File: src/rtl/imm_decode_stage.sv
// Registered RISC-V immediate-decode stage with a 2-entry skid FIFO between fetch and execute.
// Optional define IMM_ZICSR_EN: CSR immediate forms (CSRRWI/CSRRSI/CSRRCI) decode as fmt Z.
module imm_decode_stage #(
    parameter int XLEN  = 32,
    parameter int TAG_W = 32
) (
    input  logic             clk,
    input  logic             rst,
    input  logic             flush,
    input  logic             in_valid,
    output logic             in_ready,
    input  logic [31:0]      in_instr,
    input  logic [TAG_W-1:0] in_tag,
    output logic             out_valid,
    input  logic             out_ready,
    output logic [XLEN-1:0]  out_imm,
    output logic [2:0]       out_fmt,
    output logic             out_illegal,
    output logic [31:0]      out_instr,
    output logic [TAG_W-1:0] out_tag
);

    localparam logic [2:0] FMT_R  = 3'd0;
    localparam logic [2:0] FMT_I  = 3'd1;
    localparam logic [2:0] FMT_SH = 3'd2;
    localparam logic [2:0] FMT_S  = 3'd3;
    localparam logic [2:0] FMT_B  = 3'd4;
    localparam logic [2:0] FMT_U  = 3'd5;
    localparam logic [2:0] FMT_J  = 3'd6;
`ifdef IMM_ZICSR_EN
    localparam logic [2:0] FMT_Z  = 3'd7;
`endif

    localparam logic [4:0] OPC_LOAD   = 5'b00000;
    localparam logic [4:0] OPC_OP_IMM = 5'b00100;
    localparam logic [4:0] OPC_AUIPC  = 5'b00101;
    localparam logic [4:0] OPC_STORE  = 5'b01000;
    localparam logic [4:0] OPC_OP     = 5'b01100;
    localparam logic [4:0] OPC_LUI    = 5'b01101;
    localparam logic [4:0] OPC_BRANCH = 5'b11000;
    localparam logic [4:0] OPC_JALR   = 5'b11001;
    localparam logic [4:0] OPC_JAL    = 5'b11011;
    localparam logic [4:0] OPC_SYSTEM = 5'b11100;

    typedef struct packed {
        logic [XLEN-1:0] imm;
        logic [2:0]      fmt;
        logic            illegal;
    } dec_t;

    // Every immediate is first assembled as a 32-bit signed value, then widened.
    function automatic logic signed [XLEN-1:0] sext32(input logic signed [31:0] v);
        return XLEN'(v);
    endfunction

    function automatic dec_t decode(input logic [31:0] ins);
        dec_t       d;
        logic [4:0] opc;
        logic [2:0] f3;
        opc       = ins[6:2];
        f3        = ins[14:12];
        d.imm     = '0;
        d.fmt     = FMT_R;
        d.illegal = 1'b0;
        if (ins[1:0] != 2'b11) begin
            d.illegal = 1'b1;
        end else begin
            case (opc)
                OPC_OP: begin
                    d.fmt = FMT_R;
                end
                OPC_LOAD, OPC_JALR: begin
                    d.fmt = FMT_I;
                    d.imm = sext32({{20{ins[31]}}, ins[31:20]});
                end
                OPC_OP_IMM: begin
                    if (f3 == 3'b001 || f3 == 3'b101) begin
                        // funct7 sits above the shamt field and must not leak into imm
                        d.fmt = FMT_SH;
                        if (XLEN == 64) d.imm = sext32({26'b0, ins[25:20]});
                        else            d.imm = sext32({27'b0, ins[24:20]});
                    end else begin
                        d.fmt = FMT_I;
                        d.imm = sext32({{20{ins[31]}}, ins[31:20]});
                    end
                end
                OPC_SYSTEM: begin
                    d.fmt = FMT_I;
                    d.imm = sext32({{20{ins[31]}}, ins[31:20]});
`ifdef IMM_ZICSR_EN
                    if (f3[2] && (f3[1:0] != 2'b00)) begin
                        d.fmt = FMT_Z;
                        d.imm = sext32({27'b0, ins[19:15]});
                    end
`endif
                end
                OPC_STORE: begin
                    d.fmt = FMT_S;
                    d.imm = sext32({{20{ins[31]}}, ins[31:25], ins[11:7]});
                end
                OPC_BRANCH: begin
                    d.fmt = FMT_B;
                    d.imm = sext32({{19{ins[31]}}, ins[31], ins[7], ins[30:25], ins[11:8], 1'b0});
                end
                OPC_LUI, OPC_AUIPC: begin
                    d.fmt = FMT_U;
                    d.imm = sext32({ins[31:12], 12'b0});
                end
                OPC_JAL: begin
                    d.fmt = FMT_J;
                    d.imm = sext32({{11{ins[31]}}, ins[31], ins[19:12], ins[20], ins[30:21], 1'b0});
                end
                default: begin
                    d.illegal = 1'b1;
                end
            endcase
        end
        return d;
    endfunction

    logic [1:0]       count_q, count_d;
    logic             rd_q, rd_d;
    logic             wr_q, wr_d;
    dec_t             ent_q [2];
    logic [31:0]      ins_q [2];
    logic [TAG_W-1:0] tag_q [2];

    dec_t             dec_in;
    logic             push;
    logic             pop;

    assign dec_in    = decode(in_instr);
    assign in_ready  = (count_q != 2'd2);
    assign out_valid = (count_q != 2'd0);
    assign push      = in_valid && in_ready && !flush;
    assign pop       = out_valid && out_ready && !flush;

    always_comb begin
        count_d = count_q;
        rd_d    = rd_q;
        wr_d    = wr_q;
        if (flush) begin
            count_d = 2'd0;
            rd_d    = 1'b0;
            wr_d    = 1'b0;
        end else begin
            if (push) wr_d = ~wr_q;
            if (pop)  rd_d = ~rd_q;
            case ({push, pop})
                2'b10:   count_d = count_q + 2'd1;
                2'b01:   count_d = count_q - 2'd1;
                default: count_d = count_q;
            endcase
        end
    end

    always_ff @(posedge clk or posedge rst) begin
        if (rst) begin
            count_q <= 2'd0;
            rd_q    <= 1'b0;
            wr_q    <= 1'b0;
        end else begin
            count_q <= count_d;
            rd_q    <= rd_d;
            wr_q    <= wr_d;
        end
    end

    // Storage is cleared on reset so the outputs read zero while empty after reset.
    always_ff @(posedge clk or posedge rst) begin
        if (rst) begin
            for (int i = 0; i < 2; i++) begin
                ent_q[i] <= '0;
                ins_q[i] <= '0;
                tag_q[i] <= '0;
            end
        end else if (push) begin
            ent_q[wr_q] <= dec_in;
            ins_q[wr_q] <= in_instr;
            tag_q[wr_q] <= in_tag;
        end
    end

    assign out_imm     = ent_q[rd_q].imm;
    assign out_fmt     = ent_q[rd_q].fmt;
    assign out_illegal = ent_q[rd_q].illegal;
    assign out_instr   = ins_q[rd_q];
    assign out_tag     = tag_q[rd_q];

endmodule
File: config.mk
export PLATFORM = sky130hd
export DESIGN_NAME = imm_decode_stage
export DESIGN_NICKNAME = d
export VERILOG_FILES = /design/src/rtl/imm_decode_stage.sv
export SDC_FILE = /design/constraint.sdc
export NUM_CORES = 1
export LEC_CHECK = 0
export ABC_AREA = 1
export BUFFER_PORTS_ARGS = -buffer_cell sky130_fd_sc_hd__buf_2
export CAP_MARGIN = 40
export CORE_UTILIZATION = 35
export DETAILED_ROUTE_END_ITERATION = 10
export MAX_ROUTING_LAYER = met4
export SLEW_MARGIN = 25
export SYNTH_ARGS = -nofsm -noshare
export SYNTH_HDL_FRONTEND = slang
export SYNTH_SLANG_ARGS = --single-unit
File: constraint.sdc
create_clock -name clk -period 11 [get_ports clk]
set_input_delay 2.75 -clock clk [delete_from_list [all_inputs] [get_ports clk]]
set_output_delay 2.75 -clock clk [all_outputs]
set_load 0.03 [all_outputs]
# After elaboration in Yosys (flattened, before gate mapping)
# Index checks and enable logic that the tools add are counted.
# word_totals
reg_bits	204
input_bits	69
out_inout_bits	102
# classes
n_mux	28
magnitude_cmp	3
reduce_logical	15
bitwise	4
n_eq_ne	15
add_sub_neg	2
# op_table
cell	n
$mux W32	7
$pmux W32 S6	1
$mux W36	4
$bwmux W64	2
$bwmux W72	1
$mux W35	2
$demux W36 S1	1
$demux W32 S1	1
$eq A5 B5 Y1 const B	4
$pmux W3 S6	1
$eq A5 B4 Y1 const B	3
$eq A5 B3 Y1 const B	2
$reduce_or A10 Y1	1
$mux W1	6
$reduce_bool A2 Y1	3
$logic_and A1 B1 Y1	5
$logic_not A5 Y1	1
$ge A2 B2 Y1 const B	2
$ne A2 B2 Y1 const B	2
$not A1 Y2	2
$pmux W2 S2	1
$eq A3 B1 Y1 const B	1
$eq A3 B3 Y1 const B	1
$reduce_bool A3 Y1	1
11 further kinds	12

# Longest topological paths before layout
# logic_depth
ltp_word	6
ltp_mapped	10
depth_no_buf	10

# Worst setup path after synthesis
# Ideal clock, no wire load.
# synth_timing
kind	register to output
start	reg rd_q
end	out out_instr[10]
t_arrival_ns	1.478
required_time_ns	8.250
stages_incl_launch_ff	6
slack_ns	6.772
path_buffers	3
path_cell_list	dfrtp_1 > clkbuf_1 > clkbuf_1 > clkbuf_1 > nand2_1 > o21ai_0
# synth_via
elab_chain_cells	4
# synth_rtl
item	line_no	text
start: declaration	122	logic rd_q, rd_d;
start signal: assignment	164	rd_q <= rd_d;
$not A1 Y2 (implied by the code)	187	assign out_instr = ins_q[rd_q];
$mux W32 (implied by the code) (3 in a row)	187	
end: declaration	19	output logic [31:0] out_instr,
# No other way between the ends. The select of a mux whose other input is x is not followed.

# Final worst setup path
# layout_timing
start	reg rd_q
end	out out_tag[17]
# layout_via
elab_chain_cells	4
# layout_rtl
item	line_no	text
$not A1 Y2 (implied by the code)	188	assign out_tag = tag_q[rd_q];
$mux W32 (implied by the code) (3 in a row)	188	
end: declaration	20	output logic [TAG_W-1:0] out_tag
# No other way between the ends. The select of a mux whose other input is x is not followed.

==> summary.md <==
| Metric | Value |
|---|---|
| Longest Clk Path Bufs | 3 |
| Worst Tran Pin Value | 0.754 ns |
| Seq cells post-synth | ~200 |
| Internal reg-to-reg setup slack | ~8.2 ns |
| CTS tree | yes |
| Post-Syn Area | 9960 um2 |
| Syn Inst Count | roughly 1300 |
| Unique cell type count in the Yosys netlist | 24 |
| Clock Sinks | slightly above 200 |
| Synth top area cells | dfrtp_1 (51%), nand2_1 (23%), o21ai_0 (7.1%) |
| Post-route ant nets | 0 |
| Status | complete, no violations |
| Fin crit period | ~5.2 ns |
| Final Hold Slack | roughly 0.47 ns |
| Root Driver | clkbuf_16 |
| Number of global-route vias before repair | about 8400 |
| Largest net degree at the start of global routing | 88 |
| CTS HTree Levels | 1 |
| Worst hold start | tag_q[16] |
| Num CTS Buffers | 25 |
| Part of the cycle the worst path needs | 47.2% |
| Hold Path End | tag_q[16] |
| Reg2reg end | ent_q[24] |
| Maximum clock frequency | a little under 200 MHz |
| Top cells by count, synth | nand2_1 (611), dfrtp_1 (204), o21ai_0 (141), nand3_1 (83), inv_1 (81) |
| Crit end category | primary output |
| Top-count cell post-synth | nand2_1 |
| PortBufs | between 150 and 200 |
| Setup TNS | 0 ns |
| Max VDD drop | ~0.13 mV |
| Syn avg cell area | ~7.6 um2 |
| Placer Congestion | between 0.8 and 0.9 |
| # rows | 61 |
| Setup repair bufs after CTS | 0 |
| Slew headroom | between 40% and 50% |
| Post-Syn Nets | between 1000 and 1500 |
| EDFF count, synth | 0 |
| Routed WL | around 28 mm |
| CP Class | flop to primary output |
| Final setup violation count | 0 |
| Yosys top cell by area | dfrtp_1 |
| Via/cell ratio | between 4 and 5 |
| Detailed Routing Iterations Pass 1 | 6 |
| Max Cap Violations | 0 |
| Final net count | 1515 |
| DR WL/cell | between 10 and 15 um |
| CTS Hold Buffers Added | 0 |
| Grt total ovfl | 0 |
| Clk_lat worst skew | 0.52 ns |
| Total GRT Usage | between 10% and 20% |
| Ys flop type | dfrtp_1 |
| Critical Path Source Type | flop |
| Register-to-Register Path Depth | 10 |
| Resize count post-CTS | 0 |
| Share of layout cells above drive strength 1 | about a fifth |
| Clk slew on worst S/H paths | about 0.06 ns |
| Number of DRC markers in iteration 0 | ~600 |
| RSZ-0062 raised after global routing | no |
| Async set-or-reset flop fraction in the synthesized netlist | 100% |
| Pwr Density | approximately 250 nW/um2 |
| Core Area | 27900 um2 |
| FF-to-FF Start | count_q[0] |
| Fin Clk Skew | between 0.008 and 0.009 ns |
| Post-synth top area share | 51.2% |
| Die span in y | between 150 and 200 um |
| Worst Path Required | ~8.3 ns |
| P_leak | 6.68 nW |
| Hold Path Depth | 2 |
| P&R area growth vs syn | 20.7% |
| Hold WC Path Type | flop to flop |
| Sequential area share after synthesis | 51.2% |
| Die X-Extent | roughly 170 um |
| Arr. time, crit path | between 2 and 2.5 ns |
| Crit path max fanout | 67 |
| Initial antenna violation count | 0 |
| DR DRC count | 0 |
| Synthesis Warnings | 0 |
| First-pass GRT wire length | between 40 and 50 mm |
| Final max-slew violation count | 0 |
| Starting Density | 35.8% |
| Final HPWL DP | 18.0 mm |
| Final Hold Fails | 0 |
| Die ar. | ~29000 um2 |
| Total number of vias | between 8000 and 9000 |
| I/O pin count | 171 |
## layout by cell type (no fill, tap or decap), drive strengths merged, types with 4 or more instances in the layout
cell type and instances:
bufinv 5, clkbuf 34, dfrtp 204, clkinv 4, inv 87, nor2 42, clkinvlp 4, nand3 108
nand4 17, o21ai 150, nand2 616, a21oi 5, buf 187
## critical path, cell delays in order (launching register included)
cell and delay (ns):
dfrtp_4 0.73, buf_4 0.63, o21ai_0 0.29, buf_2 0.24
## area by class of cell
type                    count  area, um2
diodes                      1       2.50
clock buffers              34        709
clock inverters            11        190
fillers                  2867      15800
inverters                  89        343
multi-input cells         939       4110
flip-flops and latches    204       5110
well taps                 378        473
repair buffers            187       1090
## worst max path at each step
| stage | to | startpoint | depth (start not counted) | slack (ns) |
|---|---|---|---|---|
| 4_1_cts | out_tag[30] | rd_q | 4 | 5.80 |
| 3_3_place_gp | tag_q[0] | flush | 9 | 5.76 |
| 6_report | out_tag[17] | rd_q | 3 | 5.81 |
| 5_1_grt | out_tag[17] | rd_q | 4 | 5.65 |
| 3_5_place_dp | ins_q[20] | flush | 10 | 5.74 |
| 2_1_floorplan | count_q[0] | rst | 1 | 2.68 |
## through the flow
stage	power, W	cells	utilization (%)	setup slack, ns	instance area (um2)
floorplan	0.00183	1317	-	2.68	9960
global placement	0.00211	1791	39.4	5.76	11000
detailed placement	0.00214	1795	39.7	5.74	11100
CTS	0.00305	1840	43.0	5.80	12000
global route	0.00321	1842	43.2	5.65	12000
finish	0.00302	1843	43.2	5.81	12000
## per-layer routing
metal | up-vias | track usage [%] | wire (um)
met5 | - | - | 0
met4 | 0 | 4.90 | 573
met3 | 40 | 3.72 | 1760
met2 | 240 | 30.9 | 12600
met1 | 4110 | 26.6 | 12700
li1 | 4369 | - | -
## kinds of logic (layout without fill, tap and decap cells)
logic type | count (synthesis) | count (layout) | share of synthesized area [%]
other | 0 | 1 | 0
AND/OR/NAND/NOR | 784 | 784 | 33.3
AO/OA/AOI/OAI | 155 | 155 | 7.78
flip-flops | 204 | 204 | 51.2
buffers and inverters | 174 | 321 | 7.70
## sequential cells by signal, indices dropped and copies added (netlist names)
signal / flops
tag_q: 64
rd_q: 1
count_q: 2
ent_q: 72
ins_q: 64
wr_q: 1
## where the power goes
part / internal [W] / leakage, nW / switching, W
registers: 0.00100 / 2.64 / 0.000115
clock network: 0.000568 / 0.428 / 0.000323
logic: 0.000284 / 3.61 / 0.000728
Note: power is estimated with default switching activity, not from simulation.
